<file path="src/rtl/if_fetch_icache.sv">
// Instruction-fetch stage with a direct-mapped, one-word-per-line instruction cache.
// Hits are served in one cycle; misses request the word from the memory controller and bypass it on return.
module if_fetch_icache #(
  parameter int INDEX_W = 6,
  parameter int ADDR_W  = 18
) (
  input  logic        clk,
  input  logic        rst,
  input  logic        stall_i,
  input  logic        branch_i,
  input  logic [31:0] branch_target_i,
  input  logic        ic_inv_i,
  output logic        inst_fe_o,
  output logic [31:0] inst_fpc_o,
  input  logic [31:0] inst_i,
  input  logic [31:0] inst_pc_i,
  input  logic        inst_ok_i,
  output logic [31:0] if_pc_o,
  output logic [31:0] if_inst_o,
  output logic        if_valid_o
);

  localparam int LINES = 1 << INDEX_W;
  localparam int TAG_W = ADDR_W - INDEX_W - 2;

  typedef enum logic {RUN, MISS} state_t;

  state_t             state_q, state_d;
  logic [31:0]        pc, pc_d;
  logic [31:0]        if_pc_d, if_inst_d;
  logic               if_valid_d;

  logic [LINES-1:0]   valid;
  logic [TAG_W-1:0]   tag_mem  [LINES];
  logic [31:0]        data_mem [LINES];

  logic [INDEX_W-1:0] idx, fill_idx;
  logic [TAG_W-1:0]   pc_tag, fill_tag;
  logic               hit, match;

  assign idx      = pc[INDEX_W+1:2];
  assign pc_tag   = pc[ADDR_W-1:INDEX_W+2];
  assign fill_idx = inst_pc_i[INDEX_W+1:2];
  assign fill_tag = inst_pc_i[ADDR_W-1:INDEX_W+2];
  assign hit      = valid[idx] && (tag_mem[idx] == pc_tag);
  assign match    = inst_ok_i && (inst_pc_i == pc);

  assign inst_fpc_o = pc;
  assign inst_fe_o  = ((state_q == RUN && !hit) || state_q == MISS) && !rst && !branch_i;

  // NOTE: every output of this block gets a default first, so no path leaves a latch behind.
  always_comb begin
    state_d    = state_q;
    pc_d       = pc;
    if_pc_d    = if_pc_o;
    if_inst_d  = if_inst_o;
    if_valid_d = if_valid_o;
    if (branch_i) begin
      pc_d       = branch_target_i & ~32'h3;
      if_valid_d = 1'b0;
      state_d    = RUN;
    end else if (stall_i) begin
      // A matching return under stall only fills; the released RUN cycle then hits.
      if (state_q == MISS && match) state_d = RUN;
    end else begin
      unique case (state_q)
        RUN: begin
          if (hit) begin
            if_pc_d    = pc;
            if_inst_d  = data_mem[idx];
            if_valid_d = 1'b1;
            pc_d       = pc + 32'd4;
          end else begin
            if_valid_d = 1'b0;
            state_d    = MISS;
          end
        end
        MISS: begin
          if (match) begin
            if_pc_d    = pc;
            if_inst_d  = inst_i;
            if_valid_d = 1'b1;
            pc_d       = pc + 32'd4;
            state_d    = RUN;
          end else begin
            if_valid_d = 1'b0;
          end
        end
        default: state_d = RUN;
      endcase
    end
  end

  // NOTE: sequential state uses non-blocking assignments so every flop samples pre-edge values.
  always_ff @(posedge clk) begin
    if (rst) begin
      state_q    <= RUN;
      pc         <= 32'd0;
      if_pc_o    <= 32'd0;
      if_inst_o  <= 32'd0;
      if_valid_o <= 1'b0;
    end else begin
      state_q    <= state_d;
      pc         <= pc_d;
      if_pc_o    <= if_pc_d;
      if_inst_o  <= if_inst_d;
      if_valid_o <= if_valid_d;
    end
  end

  // Invalidate wins over a same-cycle fill; lookups this cycle still see the old contents.
  always_ff @(posedge clk) begin
    if (rst || ic_inv_i) begin
      valid <= '0;
    end else if (inst_ok_i) begin
      valid[fill_idx] <= 1'b1;
    end
  end

  // NOTE: tag and data arrays are not reset; the valid vector alone decides whether a line is usable.
  always_ff @(posedge clk) begin
    if (inst_ok_i && !ic_inv_i) begin
      tag_mem[fill_idx]  <= fill_tag;
      data_mem[fill_idx] <= inst_i;
    end
  end

endmodule

</file>
<file path="config.mk">
export PLATFORM = sky130hd
export DESIGN_NAME = if_fetch_icache
export DESIGN_NICKNAME = d
export VERILOG_FILES = /design/src/rtl/if_fetch_icache.sv
export SDC_FILE = /design/constraint.sdc
export NUM_CORES = 2
export LEC_CHECK = 0
export BUFFER_PORTS_ARGS = -buffer_cell sky130_fd_sc_hd__buf_2
export CORE_MARGIN = 10
export CORE_UTILIZATION = 30
export DETAILED_ROUTE_END_ITERATION = 12
export HOLD_SLACK_MARGIN = 0.03
export RECOVER_POWER = 100
export SLEW_MARGIN = 30
export SYNTH_ARGS = -nofsm -noshare
export SYNTH_HDL_FRONTEND = slang
export SYNTH_SLANG_ARGS = --single-unit
</file>
<file path="constraint.sdc">
create_clock -name clk -period 4.7 [get_ports clk]
set_input_delay 0.94 -clock clk [delete_from_list [all_inputs] [get_ports clk]]
set_output_delay 0.94 -clock clk [all_outputs]
set_load 0.02 [all_outputs]
</file>
-- Yosys cells after proc, flatten, opt, wreduce, memory -nomap -nowiden
Memory sizes are Yosys's and may differ from the RTL's. A register that Yosys moved wholly into a read port is not among the register bits.
Cells that the tools add are included.
- $add $sub $neg: 1
- magnitude comparators: 3
- equal/unequal tests: 8
- mux-type cells: 29
- bitwise operators: 4
- reduce and logical (&&, ||, !) cells: 18
- operators by type and width (cell ; number):
    two-way mux 32 bit ; 8
    one-hot mux 32 bit (2 select lines) ; 3
    bitwise OR 64 bit ; 1
    adder 32 x 3 -> 32 bit, second input constant ; 1
    equality test 32 bit ; 1
    two-way mux 6 bit ; 4
    < comparator 6 x 7 -> 1 bit, second input constant ; 2
    equality test 10 bit ; 1
    two-way mux 1 bit ; 10
    logical AND 1 bit ; 8
    binary-select mux 1 bit (select 6 bit) ; 1
    demux 1 bit (select 6 bit) ; 1
    greater-or-equal comparator 6 x 1 -> 1 bit, second input constant ; 1
    inequality test 2 x 1 -> 1 bit, second input constant ; 3
    AND reduction 3 bit ; 2
    zero test 1 bit ; 4
    one-hot mux 1 bit (2 select lines) ; 2
    AND reduction 4 bit ; 1
    inequality test 3 x 2 -> 1 bit, second input constant ; 1
    inequality test 3 bit, second input constant ; 1
    NOT 1 bit ; 3
    logical OR 1 bit ; 2
    inequality test 2 bit, second input constant ; 1
    OR reduction 2 bit ; 1
- bits in registers: 162
- memory bits (writable): 2688
- bits of input ports: 102
- output and inout bits: 98
- logic and storage cells: 72
- memories kept: 2
- memories (name ; depth ; bits a word ; rd ports ; clocked after Yosys merged registers in ; wr ports ; line ; source):
    data_mem ; 64 ; 32 ; 1 ; 1 ; 1 ; 35 ; logic [31:0] data_mem [LINES];
    tag_mem ; 64 ; 10 ; 1 ; 1 ; 1 ; 34 ; logic [TAG_W-1:0] tag_mem [LINES];

-- Logic depth before layout (Yosys ltp)
- depth in word-level cells: 9
- depth in mapped cells: 17

-- Least setup slack after synthesis
Ideal clock, no wire load.
- path type: input-to-reg
- start point: in inst_pc_i[7]
- end point: mem data_mem[0][0], enable pin
- setup time: 0.442 ns
- arrival time: 3.725 ns
- required time: 4.258 ns
- path slack: 0.533 ns
- stages: 5
- buffers on the path: 1
- path through: nand2b_1 -> nor3_1 -> nand2b_1 -> clkbuf_1 -> nor2_1
- RTL lines (element ; line ; source):
    start, declared ; 16 ; input logic [31:0] inst_pc_i,
    end, declared ; 35 ;
Straight into the memory's write port.

==> metrics.txt <==
outcome=finished with violations; failing checks=capacitance limit, slew limit, setup timing; critical-path maximum fanout=14; Power Dens Cells=414.9 mW/mm^2; most common flop cell mapped by yosys=edfxtp_1; Final HPWL DP=between 150000 and 200000 um; R2R cell count=16; crit-path leading delay family=simple AND/OR/NAND/NOR gates; total global routing overflow=0; die area=between 0.3 and 0.4 sq mm; post-synthesis async set-or-reset flop share=0%; Post-Synth XOR/XNOR Area=0.3150%; EDFF count, synth=2688; fin nets=a little under 6k; Crit path top cell by count=buf_4; most frequent cells in the layout=edfxtp_1, mux4_2, clkbuf_16; syn avg cell area=21.56 sq um; Mapped Cells=a little over 5k; max_cap viols=129; Compound-Gate Fraction of Synth Area=between 1.5 and 2%; Sink Count=2852; Fill cells=34.06k; post-synth top area share=72.57%; Startpoint Class=flop; main combinational cell family by area after synthesis=multiplexers; Max Freq=around 0.2 GHz; mux cell area share after synthesis=a little under a fifth; Least-Margin Pin Slew=around 3400 ps; most common cell after layout, fill and taps aside=edfxtp_1; fin crit share=108.6%; Tmin final=5102 ps; Num CTS Buffers=around 290; Clock Pin Slew Worst Setup and Hold Paths=60 ps; CP required=3760 ps; area grow syn2layout=16.05%; # DRC=0; Yosys reg bits=2852; fin area=0.1291 sq mm; synth top area cells=edfxtp_1, mux4_2, dfxtp_1; WL/cell=29.82 um; Post-Route Skew=88.23 ps; CTS max path bufs=4; critical path depth in cells=15; Die Height=about 630 um; Post-Synth Adder-Cell Area=0.01125%; Pins Over Slew Limit=4864; fraction of layout cells with a size suffix above 1=27.90%; Synth area leader=edfxtp_1; clock latency at the later pin of the worst-skew pair=roughly 890 ps; Post-Synth Simple-Gate Area=2.822%; post-placement cell area=0.1204 sq mm; RSZ-0062 raised after global routing=true; Yosys cell types=75; Arr. time, crit path=approximately 4200 ps; vias in the first global route=56.77k; Die W=approximately 630 um; Hold Fails Final Rpt=0; vias=57.41k; DRT antenna net count=0; first-pass GRT wire length=450100 um; HP Class=input pin to flop; Pleak=about 40 nW; io pins=200; Global Route Usage Sum=15.72%; slew margin rel.=-129.6%; YS warnings=0; port bufs=193; sequential fraction of the synthesis area=around three quarters; Iter 0 DRT Violations=7580; slowest stage cell on the critical path=or3b_4; Setup-failing EPs final=10; H-tree level count=5; Hold Slack=332.3 ps; setup ws final=-402.0 ps; hold path depth=2; RePlAce Congestion=about 0.81; max incr delay on CP=410 ps; VDD IR-drop max=between 0.2 and 0.3 mV; Post-Route WL=roughly 320000 um; Post-Syn Area=0.1112 sq mm; core area=0.3691 sq mm; CTS Hold Buffers Added=0; drt via density=~5.3; FP Rows=223; Initial Utilization=30.13%; first drt pass iteration count=6; CP Class=flop to primary output; worst path cell trace=buf_12, buf_12, buf_4, bufbuf_16, and3b_1, a22o_1, a31oi_1, and4_1, nor4_4, buf_4, or3b_4, nor4_4, buf_4, nor2_4, buf_6; crit end category=primary output; clk root buf=clkbuf_16; largest net degree at the start of global routing=between 90 and 100; initial antenna violation count=19; CTS tree=done; WP buf/inv=7
repair_timing:
| action | CTS | global route |
|---|---|---|
| gates cloned | 2 | 1 |
| pin swaps | 13 | 19 |
| setup buffers | 34 | 22 |
| resized for setup | 48 | 30 |
| endpoints found under the setup margin | 2 | 3 |
registers in the layout, indices dropped and copies added (netlist names), named ones only:
signal	cells
tag_mem	640
if_inst_o	32
state_q	1
valid	64
if_valid_o	1
inst_fpc_o	30
data_mem	2048
if_pc_o	30
power by group:
| group | internal [mW] | switching, mW |
|---|---|---|
| clock | 12.8 | 9.68 |
| sequential | 27.9 | 0.0995 |
| combinational | 1.32 | 1.79 |
kinds of logic (layout without fill, tap and decap cells):
group,after synthesis,count (layout)
flops,2852,2852
mux,1032,1032
simple gates,623,623
buf+inv,343,1077
compound gates,268,268
xor+xnor,40,40
fa+ha+maj,1,1
other cells,1,20
cells in the mapped netlist (25+ instances only):
master       n
inv_1       28
buf_1       28
edfxtp_1  2688
dfxtp_1    164
mux2_2      37
nand4_1     28
nand3_1     45
mux4_2     787
clkbuf_1   184
mux2i_1    196
nand2_1     79
xnor2_1     25
a21oi_1     87
nor2_1     232
nor2b_1     53
nand2b_1    73
buf_2       63
a22oi_1     43
buf_4       25
area by class of cell:
type	instances	area, sq um	area share (%)
multi-input cells	1968	26160	20.26
well taps	4950	6193	4.798
inverters	30	122.6	0.09499
clock buffers	357	7642	5.921
flip-flops and latches	2852	84020	65.09
clock inverters	153	1418	1.098
diodes	16	40.04	0.03102
repair buffers	537	3485	2.700
per-stage QoR:
step | cells | TNS, ps | total power, mW | utilization (%) | setup slack, ps
final | 10860 | -1585 | 53.56 | 34.97 | -402.0
after CTS | 10820 | -466.2 | 53.93 | 35.26 | -466.2
after floorplan | 5163 | 0 | 30.27 | - | 533.3
after detailed placement | 10280 | -324.3 | 31.54 | 32.62 | -324.3
after global placement | 10280 | -524.8 | 31.49 | 32.61 | -466.6
after global routing | 10850 | -6462 | 55.16 | 34.96 | -522.9
routing by layer:
layer | global-route usage, % | vias up | share of wire (%)
met5 | 0 | - | 0.0080
met4 | 3.871 | 4 | 2.9
met3 | 3.472 | 563 | 9.9
met2 | 24.62 | 3040 | 46
met1 | 22.33 | 31150 | 41
li1 | - | 22650 | -
path summary, 6_finish.rpt:
kind	startpoint	end	slack, ps
max reg2reg	flop	inst_fpc_o[8]	-240
min reg2reg	valid[10]	valid[10]	470
min	branch_target_i[15]	inst_fpc_o[15]	330
max	flop	inst_fe_o	-400
(Power assumes the default switching activity.)
